File: src/rtl/fetch_pkg.sv
// Shared definitions for the instruction fetch buffer: widths, default sizing,
// the buffered entry layout and the sequential PC step helper.
package fetch_pkg;

  localparam int XLEN    = 32;
  localparam int DEPTH   = 2;
  localparam int PC_STEP = 4;

  typedef struct packed {
    logic [XLEN-1:0] pc;
    logic [XLEN-1:0] instr;
  } fetch_entry_t;

  // Sequential PC increment; wraps modulo 2^XLEN.
  function automatic logic [XLEN-1:0] pc_step(input logic [XLEN-1:0] pc, input int step);
    return pc + XLEN'(step);
  endfunction

endpackage

File: src/rtl/fetch_fifo.sv
// Instruction buffer storage: DEPTH entries of {pc, instr} with wrapping
// pointers, an occupancy count and a synchronous clear used on redirect.
module fetch_fifo
  import fetch_pkg::*;
#(
  parameter int DEPTH = fetch_pkg::DEPTH
) (
  input  logic                   clk,
  input  logic                   clr,
  input  logic                   clear,
  input  logic                   push,
  input  fetch_entry_t           push_data,
  input  logic                   pop,
  output fetch_entry_t           head,
  output logic [$clog2(DEPTH):0] count,
  output logic                   empty
);

  localparam int AW = $clog2(DEPTH);
  localparam int CW = AW + 1;

  logic [AW-1:0] wr_ptr_reg;
  logic [AW-1:0] rd_ptr_reg;
  logic [CW-1:0] count_reg;
  fetch_entry_t  entries [DEPTH];

  // One register per slot so every entry can be cleared by the async reset.
  for (genvar gi = 0; gi < DEPTH; gi++) begin : g_slot
    fetch_entry_t entry_reg;

    always_ff @(posedge clk or negedge clr) begin
      if (!clr) begin
        entry_reg <= '0;
      end else if (push && !clear && (wr_ptr_reg == AW'(gi))) begin
        entry_reg <= push_data;
      end
    end

    assign entries[gi] = entry_reg;
  end

  always_ff @(posedge clk or negedge clr) begin
    if (!clr) begin
      wr_ptr_reg <= '0;
      rd_ptr_reg <= '0;
      count_reg  <= '0;
    end else if (clear) begin
      wr_ptr_reg <= '0;
      rd_ptr_reg <= '0;
      count_reg  <= '0;
    end else begin
      if (push) begin
        wr_ptr_reg <= wr_ptr_reg + AW'(1);
      end
      if (pop) begin
        rd_ptr_reg <= rd_ptr_reg + AW'(1);
      end
      case ({push, pop})
        2'b10:   count_reg <= count_reg + CW'(1);
        2'b01:   count_reg <= count_reg - CW'(1);
        default: count_reg <= count_reg;
      endcase
    end
  end

  assign head  = entries[rd_ptr_reg];
  assign count = count_reg;
  assign empty = (count_reg == '0);

endmodule

File: src/rtl/fetch_buffer.sv
// Fetch front end: drives the PC register and instruction memory, tracks one
// in-flight read and only issues when a buffer slot is guaranteed free.
module fetch_buffer
  import fetch_pkg::*;
#(
  parameter int DEPTH   = fetch_pkg::DEPTH,
  parameter int PC_STEP = fetch_pkg::PC_STEP
) (
  input  logic            clk,
  input  logic            clr,
  input  logic [XLEN-1:0] pc_in,
  output logic            pc_load,
  output logic [XLEN-1:0] pc_next,
  output logic            imem_en,
  input  logic [XLEN-1:0] imem_rdata,
  input  logic            redirect,
  input  logic [XLEN-1:0] redirect_pc,
  input  logic            id_stall,
  output logic            id_valid,
  output logic [XLEN-1:0] id_instr,
  output logic [XLEN-1:0] id_pc
);

  localparam int          CW      = $clog2(DEPTH) + 1;
  localparam logic [CW:0] DEPTH_W = (CW + 1)'(DEPTH);

  logic            inflight_reg;
  logic [XLEN-1:0] inflight_pc_reg;

  logic [CW-1:0]   count;
  logic            empty;
  fetch_entry_t    head;
  fetch_entry_t    push_entry;
  logic            push;
  logic            pop;
  logic            issue;
  logic [CW:0]     credit_used;

  assign pop  = !empty && !id_stall && !redirect;
  assign push = inflight_reg && !redirect;

  // Slots committed after this edge: buffered entries, minus the one leaving,
  // plus the read already on its way back from memory.
  assign credit_used = {1'b0, count} + {{CW{1'b0}}, inflight_reg} - {{CW{1'b0}}, pop};
  assign issue       = clr && !redirect && (credit_used < DEPTH_W);

  assign imem_en = issue;
  assign pc_load = issue || (clr && redirect);
  assign pc_next = redirect ? redirect_pc : pc_step(pc_in, PC_STEP);

  always_ff @(posedge clk or negedge clr) begin
    if (!clr) begin
      inflight_reg    <= 1'b0;
      inflight_pc_reg <= '0;
    end else begin
      inflight_reg <= issue;
      if (issue) begin
        inflight_pc_reg <= pc_in;
      end
    end
  end

  always_comb begin
    push_entry       = '0;
    push_entry.pc    = inflight_pc_reg;
    push_entry.instr = imem_rdata;
  end

  fetch_fifo #(
    .DEPTH(DEPTH)
  ) u_fifo (
    .clk      (clk),
    .clr      (clr),
    .clear    (redirect),
    .push     (push),
    .push_data(push_entry),
    .pop      (pop),
    .head     (head),
    .count    (count),
    .empty    (empty)
  );

  assign id_valid = !empty;
  assign id_instr = empty ? '0 : head.instr;
  assign id_pc    = empty ? '0 : head.pc;

endmodule

File: config.mk
export PLATFORM = sky130hd
export DESIGN_NAME = fetch_buffer
export DESIGN_NICKNAME = d
export VERILOG_FILES = /design/src/rtl/fetch_pkg.sv /design/src/rtl/fetch_fifo.sv /design/src/rtl/fetch_buffer.sv
export SDC_FILE = /design/constraint.sdc
export NUM_CORES = 1
export LEC_CHECK = 0
export ABC_AREA = 1
export CORE_AREA = 2 2 128 130
export CTS_CLUSTER_SIZE = 12
export DETAILED_ROUTE_END_ITERATION = 7
export DIE_AREA = 0 0 130 132
export PLACE_DENSITY = 0.83
export SLEW_MARGIN = 20
export SYNTH_ARGS = -nofsm -noshare
export SYNTH_HDL_FRONTEND = slang
export SYNTH_SLANG_ARGS = --single-unit
File: constraint.sdc
create_clock -name clk -period 4.56 [get_ports clk]
set_input_delay 0.456 -clock clk [delete_from_list [all_inputs] [get_ports clk]]
set_output_delay 0.456 -clock clk [all_outputs]
set_load 0.02 [all_outputs]
* After elaboration in Yosys (flattened, before gate mapping)
Index checks and enable logic that the tools add are counted.
** Word-level totals
- Register bits :: 165
- Output and inout bits :: 99
- Logic and storage cells :: 51
** Operators by class
- $add $sub $neg :: 7
- Magnitude comparators :: 2
- Equal/unequal tests :: 2
- Mux-type cells :: 12
- Bitwise logic cells :: 2
- Reduce and logical (&&, ||, !) cells :: 17
** Operators with widths (count)
- 64-bit two-way mux :: 3
- 32-bit two-way mux :: 3
- 32-bit by 3-bit adder with 32-bit output, second input constant :: 1
- 1-bit logical AND :: 9
- 1-bit two-way mux :: 4
- 2-bit case mux with 2 select lines :: 1
- 2-bit nonzero test :: 2
- 2-bit by 1-bit adder with 3-bit output :: 1
- 1-bit logical NOT :: 3
- 3-bit by 2-bit < comparator with 1-bit output, second input constant :: 1
- 3-bit nonzero test :: 1
- 3-bit by 1-bit subtractor with 3-bit output :: 1
- 1-bit adder, second input constant :: 2
- 2-bit by 1-bit adder with 2-bit output, second input constant :: 1
- 2-bit by 1-bit equality test with 1-bit output, second input constant :: 1
- 2-bit equality test, second input constant :: 1
- 2-bit greater-or-equal comparator, second input constant :: 1
- 2-bit logical NOT :: 1
- 2-bit two-way mux :: 1
- 1-bit inverter with 2-bit output :: 1
- 2-bit by 1-bit subtractor with 2-bit output, second input constant :: 1
- 1-bit logical OR :: 1
- 1-bit inverter :: 1

* Longest topological paths before layout
Gate-level depths: netlist (run 1).
- Depth after elaboration :: 8
- Depth in mapped cells :: 16
- Depth with buffers taken out :: 14

* Modules after synthesis
Synthesis (run 1) repeated with hierarchy kept, for this count alone.
** Unflattened totals
- Cells, all modules :: 1115
- Area total of the unflattened synthesis :: 8780.9 sq um
** By module, submodules not included
- fetch_fifo :: times used 1, cells an instance 577, area an instance 5760.5 sq um
- fetch_buffer :: times used 1, cells an instance 538, area an instance 3020.4 sq um

* Least setup slack after synthesis (run 1)
Ideal clock, no wire load.
- Path kind :: register to output
- Start :: reg u_fifo.count_reg[1], in the netlist u_fifo.count[1]
- End :: out imem_en
- Arrival time :: 2.232 ns
- Slack :: 1.872 ns
- Stages on the path, launching flop included :: 15
- Buffers on the path :: 2
- Cell sequence :: dfrtp_1 > nor2_1 > nor2_1 > nand2_1 > inv_1 > ha_1 > inv_1 > nand2_1 > fa_1 > nand2_1 > nor2_1 > nand2_1 > buf_4 > inv_1 > buf_2
** On the way
- Word-level cells in the longest chain between the ends :: 7
- Elaborated cells on any way between the ends :: 8
- Classes of those cells :: add/sub: 2; order compare: 1; reduce/logical: 5
** RTL lines
- from (decl) :: line fetch_fifo.sv:24 : logic [CW-1:0] count_reg;
- from (signal assigned) :: line fetch_fifo.sv:59 : 2'b10: count_reg <= count_reg + CW'(1);
- from (signal assigned) :: line fetch_fifo.sv:60 : 2'b01: count_reg <= count_reg - CW'(1);
- from (signal assigned) :: line fetch_fifo.sv:61 : default: count_reg <= count_reg;
- 2-bit logical NOT :: line fetch_fifo.sv:68 : assign empty = (count_reg == '0);
- 1-bit logical NOT :: line fetch_buffer.sv:39 : assign pop = !empty && !id_stall && !redirect;
- 1-bit logical AND (2 in a row) :: line fetch_buffer.sv:39
- 3-bit by 1-bit subtractor with 3-bit output * :: line fetch_buffer.sv:44 : assign credit_used = {1'b0, count} + {{CW{1'b0}}, inflight_reg} - {{CW{1'b0}}, pop};
- 3-bit by 2-bit < comparator with 1-bit output * :: line fetch_buffer.sv:45 : assign issue = clr && !redirect && (credit_used < DEPTH_W);
- 1-bit logical AND * :: line fetch_buffer.sv:45
- to (decl) :: line fetch_buffer.sv:14 : output logic imem_en,
Mark *: on every way between the ends. The rest lies on a longest branch, timed or not.

* Worst setup path after layout (run 1)
Same ends and word-level chain as after synthesis.

==> flow_summary.yaml, run 1 <==
status:
  outcome: "complete, no violations"
floorplan:
  chipWidth_um: 130
  core_area_um2: 15700
  io_pins: 199
  dieHeight_um: 132
  start_util_pct: 53.2
  dieArea_um2: 17200
  placement_rows: 46
grt:
  grt-ovfl-total: 0
  grt_pass1_vias: 7630
  grt_antenna_before_repair: 0
  grt_pass1_wl_mm: 36.6
  grt_util_all_layers_pct: 26.7
  grt_max_degree: 87
layout:
  drive_above_1_share_pct: 5.09
  nNetsFinal: 1406
  final_cells: 1532
  largest_register_ffs: 128
  antenna_cells: 0
  syn_to_final_growth_pct: 32.1
routing:
  drtIter0Drc: 720
  drcViolationCount: 0
  via_per_inst: 5.20
  drt-total-wl_mm: 22.5
  firstDrtPassIters: 7
  ant_nets: 0
  wl_per_cell_um: 14.7
  via_count: 7962
placement:
  dp_hpwl_mm: 15.1
  gp_congestion: 0.921
  placed_cells: 1499
  numPortBuffers: 198
  dpl_worst_slack_ns: 0.696
critical_path:
  max_stage_delay_ns: 0.68
  crit_path_end_kind: "output pin"
  required_ns: 4.10
  worst-path-max-fanout: 12
  crit_buf_inv: 4
  cp.arrival_ns: 3.42
  slowest_stage: "clkdlybuf4s50_1"
  r2r_slack_ns: 1.83
  reg2regPathDepth: 14
  path_cells: "nor2_4, nor2_1, nand2_1, inv_1, ha_1, inv_1, nand2_1, fa_1, nand2_1, nor2_1, nand2_1, inv_1, clkdlybuf4s50_1"
  crit_cells: 13
  r2r-end: "inflight_pc_reg[27]"
  crit_path_frequent_cell: "nand2_1"
  path_delay_family: "buffers and inverters"
  crit_type: "register to output pin"
  r2r_start: "u_fifo.count[1]"
  start_kind: "register"
synth:
  synth_seq_cells: 165
  yosys_warnings: 0
  synth_cells: 1138
  yosysSeqAreaShare_pct: 49.4
  avgSynthCellArea_um2: 7.34
  synth_cell_types: 26
  syn_area_um2: 8350
  syn_nets: 1241
sta:
  setup_tns_ns: 0
  rsz0062_at_grt: "no"
  fin_ws_ns: 0.683
  clock_skew_ns: 0.00951
  final_max_slew_viol_count: 0
  finalCritPeriodShare_pct: 85.0
  fmax_mhz: 258
  final.min_clock_period_ns: 3.88
  relSlewSlack_pct: 28.5
  tightestPinTransition_ns: 1.07
  setup_violations: 0
  whs_ns: 0.483
  hold_violations: 0
clocking:
  max-clock-path-buffers: 2
  post-cts-setup-buffers: 0
  cts_made_buffers: 17
  clk_latency_ns: 0.42
  root_buffer: "clkbuf_16"
  cts.clk_slew.worst_paths_ns: 0.07
  ctsResizeCount: 0
  cts_max_level: 4
  ctsHoldBuffers: 1
  numClockSinks: 165
  cts_tree: "built"
job:
  max-cap-violations: 0
hold_path:
  holdPathStages: 2
  hold_start: "inflight_pc_reg[14]"
  hold_path_class: "register to register"
  hold_end: "inflight_pc_reg[14]"
pwr:
  ir_drop_v: 0.000372
  power_density_nw_per_um2: 559
  leakagePower_nw: 5.07
  power_mw: 6.17
## area by class of cell
cell class                 count  area, µm²
clock inverter                14        175
fill                        1315       4680
timing repair buffer         209       2070
multi-input combinational    802       3560
sequential                   165       4130
inverter                     108        405
tap                          216        270
clock buffer                  18        429
## cells in the final DEF, fill, tap and decap left out, types with 3 or more instances in the layout
cell	instances
inv_1	105
clkbuf_16	17
nand2_2	4
inv_6	4
nor2_2	7
nor2_1	50
a31oi_1	4
nand3_1	25
clkdlybuf4s50_1	197
o21ai_1	11
a21oi_1	69
o21ai_0	172
bufinv_16	3
inv_2	3
nor2_4	5
nand2_1	439
nand3_4	4
clkinvlp_4	3
xor2_1	3
buf_4	10
dfrtp_1	164
## where the power goes
| part | total, mW | switching, mW | internal (mW) | leakage (nW) |
|---|---|---|---|---|
| sequential | 2.35 | 0.317 | 2.03 | 2.14 |
| combinational | 2.37 | 1.43 | 0.938 | 2.64 |
| clock | 1.45 | 0.583 | 0.868 | 0.288 |
| total | 6.17 | 2.33 | 3.84 | 5.07 |
## through the flow
step / util [%] / cell area [µm²]
floorplan: - / 8350
global placement: 66.3 / 10400
detailed placement: 66.3 / 10400
CTS: 70.2 / 11000
global route: 70.2 / 11000
finish: 70.2 / 11000
## cells in the mapped netlist, drive strengths merged
cell      n  area [µm²]
a21oi    69         345
a31oi     4        25.0
and2      1        6.26
buf      46         230
clkbuf   17        63.8
dfrtp   165        4130
fa        1        20.0
ha        2        25.0
inv     108         405
nand2   443        1670
nand3    30         180
nor2     62         280
nor3      2        10.0
o21ai   183         916
o31ai     1        7.51
xnor2     1        8.76
xor2      3        26.3
## worst reg2reg max path, stage by stage (launching register included)
cell,delay (ns)
dfrtp_1,0.51
nor2_4,0.05
nor2_1,0.23
nand2_1,0.11
inv_1,0.07
ha_1,0.22
inv_1,0.05
nand2_1,0.06
fa_1,0.46
nand2_1,0.08
nor2_1,0.04
nand2_1,0.11
buf_4,0.41
nand2_1,0.16
o21ai_0,0.10
## how the worst max path moves through the flow
stage | startpoint | to | slack, ns
after floorplan | u_fifo.count[1] | imem_en | 1.87
after global placement | id_stall | imem_en | 0.82
after detailed placement | id_stall | imem_en | 0.70
after CTS | u_fifo.count[1] | imem_en | 0.69
after global routing | u_fifo.count[1] | imem_en | 0.39
final | u_fifo.count[1] | imem_en | 0.68
## kinds of logic after synthesis
| family | after synthesis | share of synthesized area (%) |
|---|---|---|
| buffers and inverters | 171 | 8.37 |
| XOR/XNOR | 4 | 0.420 |
| flip-flops | 165 | 49.4 |
| adder cells (fa/ha/maj) | 3 | 0.539 |
| AO/OA/AOI/OAI | 257 | 15.5 |
| AND/OR/NAND/NOR | 538 | 25.7 |
## routing by layer
metal | vias up | global-route usage [%] | part of all wire [%]
met4 | 0 | 11.4 | 2.9
met2 | 331 | 41.9 | 46
met1 | 3684 | 36.3 | 44
li1 | 3909 | - | -
met5 | - | 0 | 0
met3 | 38 | 4.95 | 6.7
(Power assumes the default switching activity.)
==> run 2, diff against run 1 <==
--- a/config.mk
+++ b/config.mk
@@ -6,6 +6,7 @@
 export NUM_CORES = 1
 export LEC_CHECK = 0
 export ABC_AREA = 1
+export CAP_MARGIN = 5
 export CORE_AREA = 2 2 128 130
 export CTS_CLUSTER_SIZE = 12
 export DETAILED_ROUTE_END_ITERATION = 7
==> results of run 2 <==
The final DEF is identical to that of run 1; final timing and power are the same.
==> run 3, diff against run 2 <==
--- a/config.mk
+++ b/config.mk
@@ -6,12 +6,13 @@
 export NUM_CORES = 1
 export LEC_CHECK = 0
 export ABC_AREA = 1
-export CAP_MARGIN = 5
+export CAP_MARGIN = 25
 export CORE_AREA = 2 2 128 130
 export CTS_CLUSTER_SIZE = 12
 export DETAILED_ROUTE_END_ITERATION = 7
 export DIE_AREA = 0 0 130 132
 export PLACE_DENSITY = 0.83
+export REMOVE_ABC_BUFFERS = 1
 export SLEW_MARGIN = 20
 export SYNTH_ARGS = -nofsm -noshare
 export SYNTH_HDL_FRONTEND = slang
==> run 3 against run 2 <==
Sequential cell count did not move. First-iteration DRC count fell by 7.6%. Total power down 2.7%. Sequential share of layout area is 0.098 points higher. Combinational power barely moved. Critical endpoint unchanged. Largest power group unchanged. Highest routed layer unchanged.
==> flow_summary.yaml, run 3 (synthesis results as in run 1) <==
critical_path:
  worst-path-max-fanout: 12
  max_stage_delay_ns: 0.68
  cp.arrival_ns: 3.36
  crit_type: "register to output pin"
  r2r_slack_ns: 1.93
  reg2regPathDepth: 13
  crit_path_frequent_cell: "nand2_1"
  start_kind: "register"
  crit_path_end_kind: "output pin"
  required_ns: 4.10
  slowest_stage: "clkdlybuf4s50_1"
  path_cells: "nor2_4, nor2_1, nand2_1, inv_1, ha_1, inv_1, nand2_1, fa_1, nand2_1, nor2_1, nand2_1, inv_1, clkdlybuf4s50_1"
sta:
  setup_violations: 0
  relSlewSlack_pct: 43.1
  clock_skew_ns: 0.00781
  whs_ns: 0.482
  final_max_slew_viol_count: 0
  fmax_mhz: 262
  hold_violations: 0
  tightestPinTransition_ns: 0.854
  setup_tns_ns: 0
  rsz0062_at_grt: "no"
  final.min_clock_period_ns: 3.82
  finalCritPeriodShare_pct: 83.7
layout:
  finish.instance_area_um2: 11000
  final_cells: 1533
  largest_register_ffs: 128
  nNetsFinal: 1408
  layout_commonest_cell: "nand2_1"
  syn_to_final_growth_pct: 31.8
  antenna_cells: 0
  drive_above_1_share_pct: 5.09
  final.fill_count: 1320
  layout_common_cells: "nand2_1 (439), clkdlybuf4s50_1 (197), o21ai_0 (172)"
clocking:
  numClockSinks: 165
  cts.clk_slew.worst_paths_ns: 0.06
  clk_latency_ns: 0.42
  ctsResizeCount: 0
  cts_max_level: 4
  cts_made_buffers: 17
  root_buffer: "clkbuf_16"
  ctsHoldBuffers: 1
  cts_tree: "built"
  post-cts-setup-buffers: 0
  max-clock-path-buffers: 2
routing:
  firstDrtPassIters: 5
  ant_nets: 0
  via_count: 7817
  via_per_inst: 5.10
  drt-total-wl_mm: 22.2
  wl_per_cell_um: 14.5
  drcViolationCount: 0
  drtIter0Drc: 665
floorplan:
  dieHeight_um: 132
  io_pins: 199
  dieArea_um2: 17200
  chipWidth_um: 130
  placement_rows: 46
  core_area_um2: 15700
  start_util_pct: 53.2
pwr:
  power.internal_mw: 3.73
  ir_drop_v: 0.000642
  clock_power_share_pct: 22.0
  power_frac_seq_pct: 38.9
  power_density_nw_per_um2: 545
  leakagePower_nw: 5.06
  power.switching_mw: 2.27
  comb_power_share_pct: 39.1
  swShare_pct: 37.9
hold_path:
  holdPathStages: 2
  hold_path_class: "register to register"
placement:
  gp_congestion: 0.884
  placed_cells: 1500
  numPortBuffers: 198
  post_dp_cell_area_um2: 10400
  dp_hpwl_mm: 14.7
grt:
  grt_antenna_before_repair: 0
  grt-ovfl-total: 0
  grt_util_all_layers_pct: 26.5
  grt_pass1_vias: 7481
  grt_pass1_wl_mm: 36.4
  grt_max_degree: 101
job:
  max-cap-violations: 0
status:
  outcome: "complete, no violations"
## run 3: layer usage
metal | vias up | track usage [%] | wire length, µm
li1 | 3906 | - | -
met4 | 0 | 7.29 | 294
met3 | 26 | 5.56 | 1360
met1 | 3622 | 35.0 | 9730
met5 | - | 0 | 0
met2 | 263 | 44.2 | 10800
## run 3: final timing paths
check | to | start
max | imem_en | u_fifo.count[1]
min | u_fifo.entries[7] | u_fifo.entries[7]
max reg2reg | inflight_pc_reg[7] | u_fifo.count[1]
min reg2reg | u_fifo.entries[7] | u_fifo.entries[7]
max in group asynchronous | u_fifo.entries[87] | clr
min in group asynchronous | inflight_pc_reg[29] | clr
## run 3: cell type report
class / instances / area (µm²) / share of cell area [%]
clock buffers: 19 / 433 / 3.93
clock inverters: 12 / 108 / 0.978
inverters: 108 / 405 / 3.68
multi-input cells: 802 / 3560 / 32.3
flip-flops and latches: 165 / 4130 / 37.5
well taps: 216 / 270 / 2.46
repair buffers: 211 / 2100 / 19.1
## run 3: power by group through the flow
stage | Sequential, mW | Combinational [mW] | Clock (mW)
3_5_place_dp | 2.35 | 2.34 | 0
4_1_cts | 2.33 | 2.35 | 1.34
3_3_place_gp | 2.32 | 2.28 | 0
2_1_floorplan | 2.31 | 1.35 | 0
5_1_grt | 2.40 | 2.63 | 1.40
6_report | 2.33 | 2.35 | 1.32
## run 3: worst max-delay path, delay by kind of cell (launching register included)
family | cells | cell delay [ns]
adders and majority gates | 2 | 0.72
buffers and inverters | 4 | 1.12
DFF | 1 | 0.50
and+or+nand+nor | 7 | 0.62
## run 3: stage by stage
stage                     utilization (%)  power, mW  setup WS, ns
after detailed placement             66.4       4.69         0.858
final                                70.0       6.00         0.744
after CTS                            69.9       6.02         0.773
after global routing                 70.0       6.43         0.586
after global placement               66.4       4.61         0.903
after floorplan                         -       3.65        -0.929
